**src/rtl/bcp_clause_scheduler.sv**
```systemverilog
// Clause scheduler for Boolean constraint propagation: walks a window of clauses,
// issues each one to the evaluator bank and forwards unit implications or stops on conflict.
`timescale 1ns/1ps
module bcp_clause_scheduler (
    input  logic        clock,
    input  logic        reset_n,
    input  logic        start,
    input  logic [9:0]  clause_base,
    input  logic [9:0]  clause_count,
    output logic        cmem_rd_en,
    output logic [9:0]  cmem_addr,
    input  logic [54:0] cmem_rd_data,
    output logic        eval_valid,
    output logic [54:0] eval_clause,
    input  logic        eval_unit,
    input  logic        eval_conflict,
    input  logic [8:0]  eval_implied_var,
    input  logic        eval_new_value,
    output logic        imp_valid,
    output logic [8:0]  imp_var,
    output logic        imp_value,
    input  logic        imp_ready,
    output logic        busy,
    output logic        done,
    output logic        conflict,
    output logic [9:0]  conflict_clause
);

    typedef enum logic [2:0] {
        S_IDLE,
        S_FETCH,
        S_EVAL,
        S_CHECK,
        S_PUSH,
        S_FINISH
    } state_t;

    state_t      r_state;
    logic [9:0]  r_base;
    logic [9:0]  r_count;
    logic [9:0]  r_offset;
    logic [9:0]  r_addr;
    logic        r_rd_en;
    logic        r_eval_valid;
    logic [54:0] r_clause;
    logic        r_imp_valid;
    logic [8:0]  r_imp_var;
    logic        r_imp_value;
    logic        r_done;
    logic        r_conflict;
    logic [9:0]  r_conflict_clause;

    logic [9:0]  w_cur_idx;
    logic [9:0]  w_next_off;
    logic [9:0]  w_next_addr;
    logic        w_more;

    // Clause indices wrap modulo 1024 through natural 10-bit overflow.
    assign w_cur_idx   = r_base + r_offset;
    assign w_next_off  = r_offset + 10'd1;
    assign w_next_addr = r_base + w_next_off;
    assign w_more      = ({1'b0, r_offset} + 11'd1) < {1'b0, r_count};

    always_ff @(posedge clock or negedge reset_n) begin
        if (!reset_n) begin
            r_state           <= S_IDLE;
            r_base            <= '0;
            r_count           <= '0;
            r_offset          <= '0;
            r_addr            <= '0;
            r_rd_en           <= 1'b0;
            r_eval_valid      <= 1'b0;
            r_clause          <= '0;
            r_imp_valid       <= 1'b0;
            r_imp_var         <= '0;
            r_imp_value       <= 1'b0;
            r_done            <= 1'b0;
            r_conflict        <= 1'b0;
            r_conflict_clause <= '0;
        end else begin
            r_rd_en      <= 1'b0;
            r_eval_valid <= 1'b0;
            r_done       <= 1'b0;
            case (r_state)
                S_IDLE: begin
                    if (start) begin
                        r_conflict <= 1'b0;
                        if (clause_count != 10'd0) begin
                            r_base   <= clause_base;
                            r_count  <= clause_count;
                            r_offset <= '0;
                            r_addr   <= clause_base;
                            r_rd_en  <= 1'b1;
                            r_state  <= S_FETCH;
                        end else begin
                            r_done  <= 1'b1;
                            r_state <= S_FINISH;
                        end
                    end
                end
                S_FETCH: begin
                    r_eval_valid <= 1'b1;
                    r_state      <= S_EVAL;
                end
                S_EVAL: begin
                    r_clause <= cmem_rd_data;
                    r_state  <= S_CHECK;
                end
                S_CHECK: begin
                    if (eval_conflict) begin
                        r_conflict        <= 1'b1;
                        r_conflict_clause <= w_cur_idx;
                        r_done            <= 1'b1;
                        r_state           <= S_FINISH;
                    end else if (eval_unit) begin
                        r_imp_var   <= eval_implied_var;
                        r_imp_value <= eval_new_value;
                        r_imp_valid <= 1'b1;
                        r_state     <= S_PUSH;
                    end else if (w_more) begin
                        r_offset <= w_next_off;
                        r_addr   <= w_next_addr;
                        r_rd_en  <= 1'b1;
                        r_state  <= S_FETCH;
                    end else begin
                        r_done  <= 1'b1;
                        r_state <= S_FINISH;
                    end
                end
                S_PUSH: begin
                    if (imp_ready) begin
                        r_imp_valid <= 1'b0;
                        if (w_more) begin
                            r_offset <= w_next_off;
                            r_addr   <= w_next_addr;
                            r_rd_en  <= 1'b1;
                            r_state  <= S_FETCH;
                        end else begin
                            r_done  <= 1'b1;
                            r_state <= S_FINISH;
                        end
                    end
                end
                S_FINISH: begin
                    r_state <= S_IDLE;
                end
                default: begin
                    r_state <= S_IDLE;
                end
            endcase
        end
    end

    // The read word arrives during EVAL, so it is forwarded straight through while
    // being captured; the held copy drives the evaluators afterwards.
    assign eval_clause     = (r_state == S_EVAL) ? cmem_rd_data : r_clause;
    assign eval_valid      = r_eval_valid;
    assign cmem_rd_en      = r_rd_en;
    assign cmem_addr       = r_addr;
    assign imp_valid       = r_imp_valid;
    assign imp_var         = r_imp_var;
    assign imp_value       = r_imp_value;
    assign busy            = (r_state != S_IDLE);
    assign done            = r_done;
    assign conflict        = r_conflict;
    assign conflict_clause = r_conflict_clause;

endmodule

```
**config.mk**
```make
export PLATFORM = sky130hd
export DESIGN_NAME = bcp_clause_scheduler
export DESIGN_NICKNAME = d
export VERILOG_FILES = /design/src/rtl/bcp_clause_scheduler.sv
export SDC_FILE = /design/constraint.sdc
export NUM_CORES = 1
export LEC_CHECK = 0
export ABC_AREA = 1
export BUFFER_PORTS_ARGS = -buffer_cell sky130_fd_sc_hd__buf_2
export CORE_MARGIN = 4
export CORE_UTILIZATION = 55
export CTS_CLUSTER_DIAMETER = 200
export DETAILED_ROUTE_END_ITERATION = 12
export PLACE_DENSITY_LB_ADDON = 0.1
export SYNTH_ARGS = -nofsm -noshare
export SYNTH_HDL_FRONTEND = slang
export SYNTH_SLANG_ARGS = --single-unit
```
**constraint.sdc**
```tcl
create_clock -name clock -period 5.4 [get_ports clock]
set_input_delay 0.81 -clock clock [delete_from_list [all_inputs] [get_ports clock]]
set_output_delay 0.81 -clock clock [all_outputs]
set_load 0.01 [all_outputs]
```
### Yosys cells after proc, flatten, opt, wreduce, memory -nomap -nowiden

Cells that the tools add are included.

| word-level totals | value |
|---|---|
| register bits | 123 |
| bits of input ports | 91 |
| output and inout port bits | 91 |
| word-level logic and storage cells | 88 |

| cells by class | value |
|---|---|
| add/sub/neg operators | 4 |
| order comparisons | 1 |
| eq/ne operators | 11 |
| muxes and demuxes | 44 |
| bitwise operators | 1 |
| reductions and logical operators | 13 |

Operators by type and width:

| cell | count |
|---|---|
| two-way mux 10 bit | 12 |
| one-hot mux 10 bit (3 select lines) | 2 |
| two-way mux 55 bit | 1 |
| adder 10 bit | 2 |
| two-way mux 1 bit | 18 |
| two-way mux 3 bit | 6 |
| one-hot mux 3 bit (5 select lines) | 1 |
| inequality test 2 bit, second input constant | 7 |
| adder 10 x 1 -> 11 bit, second input constant | 1 |
| less-than comparator 11 x 10 -> 1 bit | 1 |
| adder 10 x 1 -> 10 bit, second input constant | 1 |
| nonzero test 10 bit | 1 |
| AND reduction 3 bit | 3 |
| equality test 3 x 2 -> 1 bit, second input constant | 2 |
| one-hot mux 1 bit (3 select lines) | 2 |
| AND reduction 6 bit | 1 |
| nonzero test 3 bit | 2 |
| one-hot mux 1 bit (2 select lines) | 2 |
| AND reduction 2 bit | 2 |
| AND reduction 4 bit | 1 |
| nonzero test 2 bit | 2 |
| equality test 3 x 1 -> 1 bit, second input constant | 1 |
| equality test 3 bit, second input constant | 1 |
| zero test 3 bit | 1 |
| NOT 1 bit | 1 |

### Longest topological paths before layout

| depth | value |
|---|---|
| word-level depth | 6 |
| depth in mapped cells | 20 |
| mapped depth without buffers | 19 |

### Least setup slack after synthesis

No wires, ideal clock.

| path | value |
|---|---|
| kind | flip-flop to flip-flop |
| start point | register r_offset[0] |
| end point | register r_addr[5] (netlist: cmem_addr[5]) |
| library setup time | 117 ps |
| arrival | 2344 ps |
| required time | 5283 ps |
| setup slack | 2939 ps |
| stages on the path, launching flop included | 20 |
| buffers on the path | 2 |
| period minus slack after synthesis | 2461 ps |
| cells stage by stage | dfrtp_1 -> ha_1 -> nand2_1 -> nor2_2 -> nand3_1 -> xor2_1 -> inv_1 -> ha_1 -> nand2_1 -> inv_1 -> a21oi_1 -> nand2_1 -> nand2_1 -> nand2_1 -> nand2_2 -> nand2_2 -> buf_6 -> buf_6 -> nand2_2 -> nand2_1 |

| on the way | value |
|---|---|
| cells in the longest elaborated chain, start to end | 6 |
| elaborated cells on any way between the ends | 9 |
| classes of those cells | add/sub: 3; order compare: 1; mux: 5 |

Ends and longest elaborated chain:

| element | line | text |
|---|---|---|
| start: declaration | 41 | `logic [9:0] r_offset;` |
| start signal: assignment | 121 | `r_offset <= w_next_off;` |
| start signal: assignment | 134 | `r_offset <= w_next_off;` |
| adder 10 x 1 -> 10 bit / adder 10 x 1 -> 11 bit (equally long branches) | 60, 62 |  |
| adder 10 bit / less-than comparator 11 x 10 -> 1 bit (equally long branches) | 61, 62 |  |
| two-way mux 10 bit (*) | 120, 133 |  |
| two-way mux 10 bit | 115 | `end else if (eval_unit) begin` |
| two-way mux 10 bit | 110 | `if (eval_conflict) begin` |
| one-hot mux 10 bit (3 select lines) (*) | 84 | `case (r_state)` |
| end signal: assignment | 92 | `r_addr <= clause_base;` |
| end signal: assignment | 122 | `r_addr <= w_next_addr;` |
| end signal: assignment | 135 | `r_addr <= w_next_addr;` |
| end: declaration | 42 | `logic [9:0] r_addr;` |

Mark *: on every way between the ends. The rest lies on a longest branch, timed or not. The select of a mux whose other input is x is not followed.
A chain may end at the register's enable or synchronous reset.

### Final worst setup path

| path | value |
|---|---|
| start point | register r_state[0] |
| end point | output port eval_clause[37] |

| on the way | value |
|---|---|
| cells in the longest elaborated chain, start to end | 2 |

Ends and longest elaborated chain:

| element | line | text |
|---|---|---|
| start: declaration | 38 | `state_t r_state;` |
| start signal: assignment | 66 | `r_state <= S_IDLE;` |
| start signal: assignment | 94 | `r_state <= S_FETCH;` |
| start signal: assignment | 97 | `r_state <= S_FINISH;` |
| equality test 3 x 2 -> 1 bit | 156 | `assign eval_clause = (r_state == S_EVAL) ? cmem_rd_data : r_clause;` |
| two-way mux 55 bit | n/a |  |
| end: declaration | 14 | `output logic [54:0] eval_clause,` |

No other way between the ends.

==> run summary <==
DR WL/cell -> 15.5 um
Antenna violations before repair -> 0
Setup crit start -> r_state[0]$_DFFE_PN0P_
Top cells by area, synth -> dfrtp_1, mux2_2, nand2_1
Area grow syn2layout -> 25.3%
# rows -> 38
Vias in the first global route -> 5,244
DRC violations left -> 0
# Post-CTS Setup Buffers -> 0
Top cell type by total area after synthesis -> dfrtp_1
Die height -> 114 um
GPL Wtd Cong -> 1.00
Syn_nets -> 773
Skew-Pair Late Insertion Delay -> 410 ps
Comb pwr share -> 45.1%
Ports -> 182
Reg2reg start -> r_offset[0]$_DFFE_PN0P_
Max Buffers Root-to-Sink -> 2
P per Cell Area -> 616 nW/um^2
Port buffer count -> 181
Via/cell ratio -> 5.20
Largest net degree at the start of global routing -> 76
GRT Resource Usage Total -> 24.5%
Switching power -> 1.84 mW
Leak pwr -> 4.15 nW
Final setup viols -> 0
Remaining global-route overflow -> 0
Final Net Count -> 959
Net Sw Frac -> 38.4%
Unrepaired setup endpoints after global routing -> false
Clock transition at path regs -> 50 ps
Worst path required time -> 4590 ps
H-tree levels -> 4
Final Slew Violations -> 0
Clock Root Buffer -> clkbuf_16
Post-Route M1 WL -> 6270 um
Max-slew headroom -> 16.6%
Global-route wire length before repair -> 24,900 um
Max Cap Viol -> 0
Worst clock skew -> 7.03 ps
Sequential cell fraction of total power -> 32.5%
Num CTS Buffers -> 17
CTS tree -> done
Max Clock Freq -> 301 MHz
Via count -> 5,140
Startpoint types -> flop
Outcome -> complete, no violations
Post-CTS sizing -> 0
DR iter-0 viols -> 308
Worst hold path startpoint -> conflict_clause[5]$_DFFE_PN0P_
WHS -> 470 ps
Layout cells sized above 1 -> 36.4%
Core Footprint -> 10,900 sq um
Worst Max-Slew Pin Slew -> 1250 ps
First-pass DRT Iterations -> 5
Mapped Area -> 6210 sq um
Starting Density -> 56.8%
Minimum clock period -> 3330 ps
Pwr Total -> 4.80 mW
Post-Route Utilization -> 71.2%
Crit path max fanout -> 57
Yosys cell types -> 35
Top Layer Used -> met4
Commonest non-fill, non-tap cell in the layout -> buf_2
Yosys reg bits -> 123
Syn avg cell area -> 9.53 sq um
Int Power -> 2.96 mW
DP HPWL -> 11,400 um
Mapped Cells -> 652
Final setup TNS -> 0 ps
Clock network power share -> 22.4%
WS Path Type -> reg -> out
Yosys warnings -> 0
Routed Wire Length -> 15,300 um
Width of the chip -> 114 um
# hold bufs at CTS -> 0
N_diodes -> 0
CTS Sinks -> 123
Setup crit end kind -> output port
Die ar. -> 13,100 sq um
WL met2 -> 7560 um
Commonest cells after routing, fill and taps aside -> buf_2, nand2_1, dfrtp_1
Final Cycle Share -> 61.6%
Sequential element share of the synthesized area -> 49.5%
Worst hold path class -> reg -> reg
Final Hold Viols -> 0
Top-area cell type share of the netlist area -> 49.5%
Peak supply drop -> 0.455 mV
Arr. time, crit path -> 2520 ps
Antenna Violating Nets Remaining -> 0
Wire length on met3 -> 1080 um
==> cell usage after synthesis (all sizes together) <==
cell type / number
mux2: 68
a21o: 1
fa: 2
o22ai: 1
or2: 2
buf: 8
o211ai: 1
xnor2: 3
o21ai: 49
nand2: 158
clkbuf: 8
nand4: 10
o21bai: 2
dfrtp: 123
clkinv: 1
a31oi: 2
and2: 1
a21oi: 22
inv: 82
nand3b: 2
nor2: 37
xor2: 9
ha: 28
nor3: 3
nand3: 29
==> worst max-delay path, stage by stage, from the launching register on <==
cell and delay (ps):
dfrtp_1 420, nor2_2 190, nand2_2 720, mux2_2 600
buf_2 150
==> layout make-up <==
| type | instances | area, sq um |
|---|---|---|
| clock inverter | 7 | 93.8 |
| clock buffer | 22 | 464 |
| timing repair buffer | 183 | 923 |
| fill | 861 | 3150 |
| tap | 140 | 175 |
| inverter | 83 | 312 |
| sequential | 123 | 3080 |
| multi-input combinational | 430 | 2740 |
==> layer usage <==
metal / global-route usage [%] / vias to the layer above
met5: 0 / -
met4: 10.6 / 0
met3: 6.45 / 30
met2: 40.4 / 193
met1: 30.5 / 2421
li1: - / 2496
==> final timing paths <==
kind                                             endpoint  slack (ps)  depth (start not counted)
min                        conflict_clause[5]$_DFFE_PN0P_         470                          2
min reg2reg                conflict_clause[5]$_DFFE_PN0P_         470                          2
max                                       eval_clause[37]        2070                          4
max reg2reg                       r_offset[1]$_DFFE_PN0P_        2230                         17
max in group asynchronous  conflict_clause[8]$_DFFE_PN0P_        3710                          2
min in group asynchronous          r_clause[37]$_DFF_PN0_         520                          1
==> through the flow <==
step	cells	setup slack (ps)	area, sq um
CTS	988	2040	7780
global route	988	1930	7780
floorplan	652	2940	6210
global placement	959	2390	7230
finish	988	2070	7780
detailed placement	959	2280	7230
==> flip-flops by register name, summed over array words and instances (netlist names) <==
signal and cells:
cmem_addr 10, cmem_rd_en 1, conflict 1, conflict_clause 10
done 1, eval_valid 1, imp_valid 1, imp_value 1
imp_var 9, r_base 10, r_clause 55, r_count 10
r_offset 10, r_state 3
==> power groups by stage <==
stage               clock (mW)  combinational, mW  sequential, mW
floorplan                    0               1.45            1.57
global placement             0               2.11            1.55
detailed placement           0               2.16            1.57
CTS                       1.10               2.18            1.56
global route              1.14               2.40            1.61
finish                    1.07               2.16            1.56
==> cells by family after synthesis <==
family / after synthesis / synth area share (%)
AND/OR/NAND/NOR: 242 / 17.2
flip-flops: 123 / 49.5
buffers and inverters: 99 / 6.44
AO/OA/AOI/OAI: 78 / 6.56
multiplexers: 68 / 12.3
adder cells (fa/ha/maj): 30 / 6.28
XOR/XNOR: 12 / 1.69
Note: power is estimated with default switching activity, not from simulation.
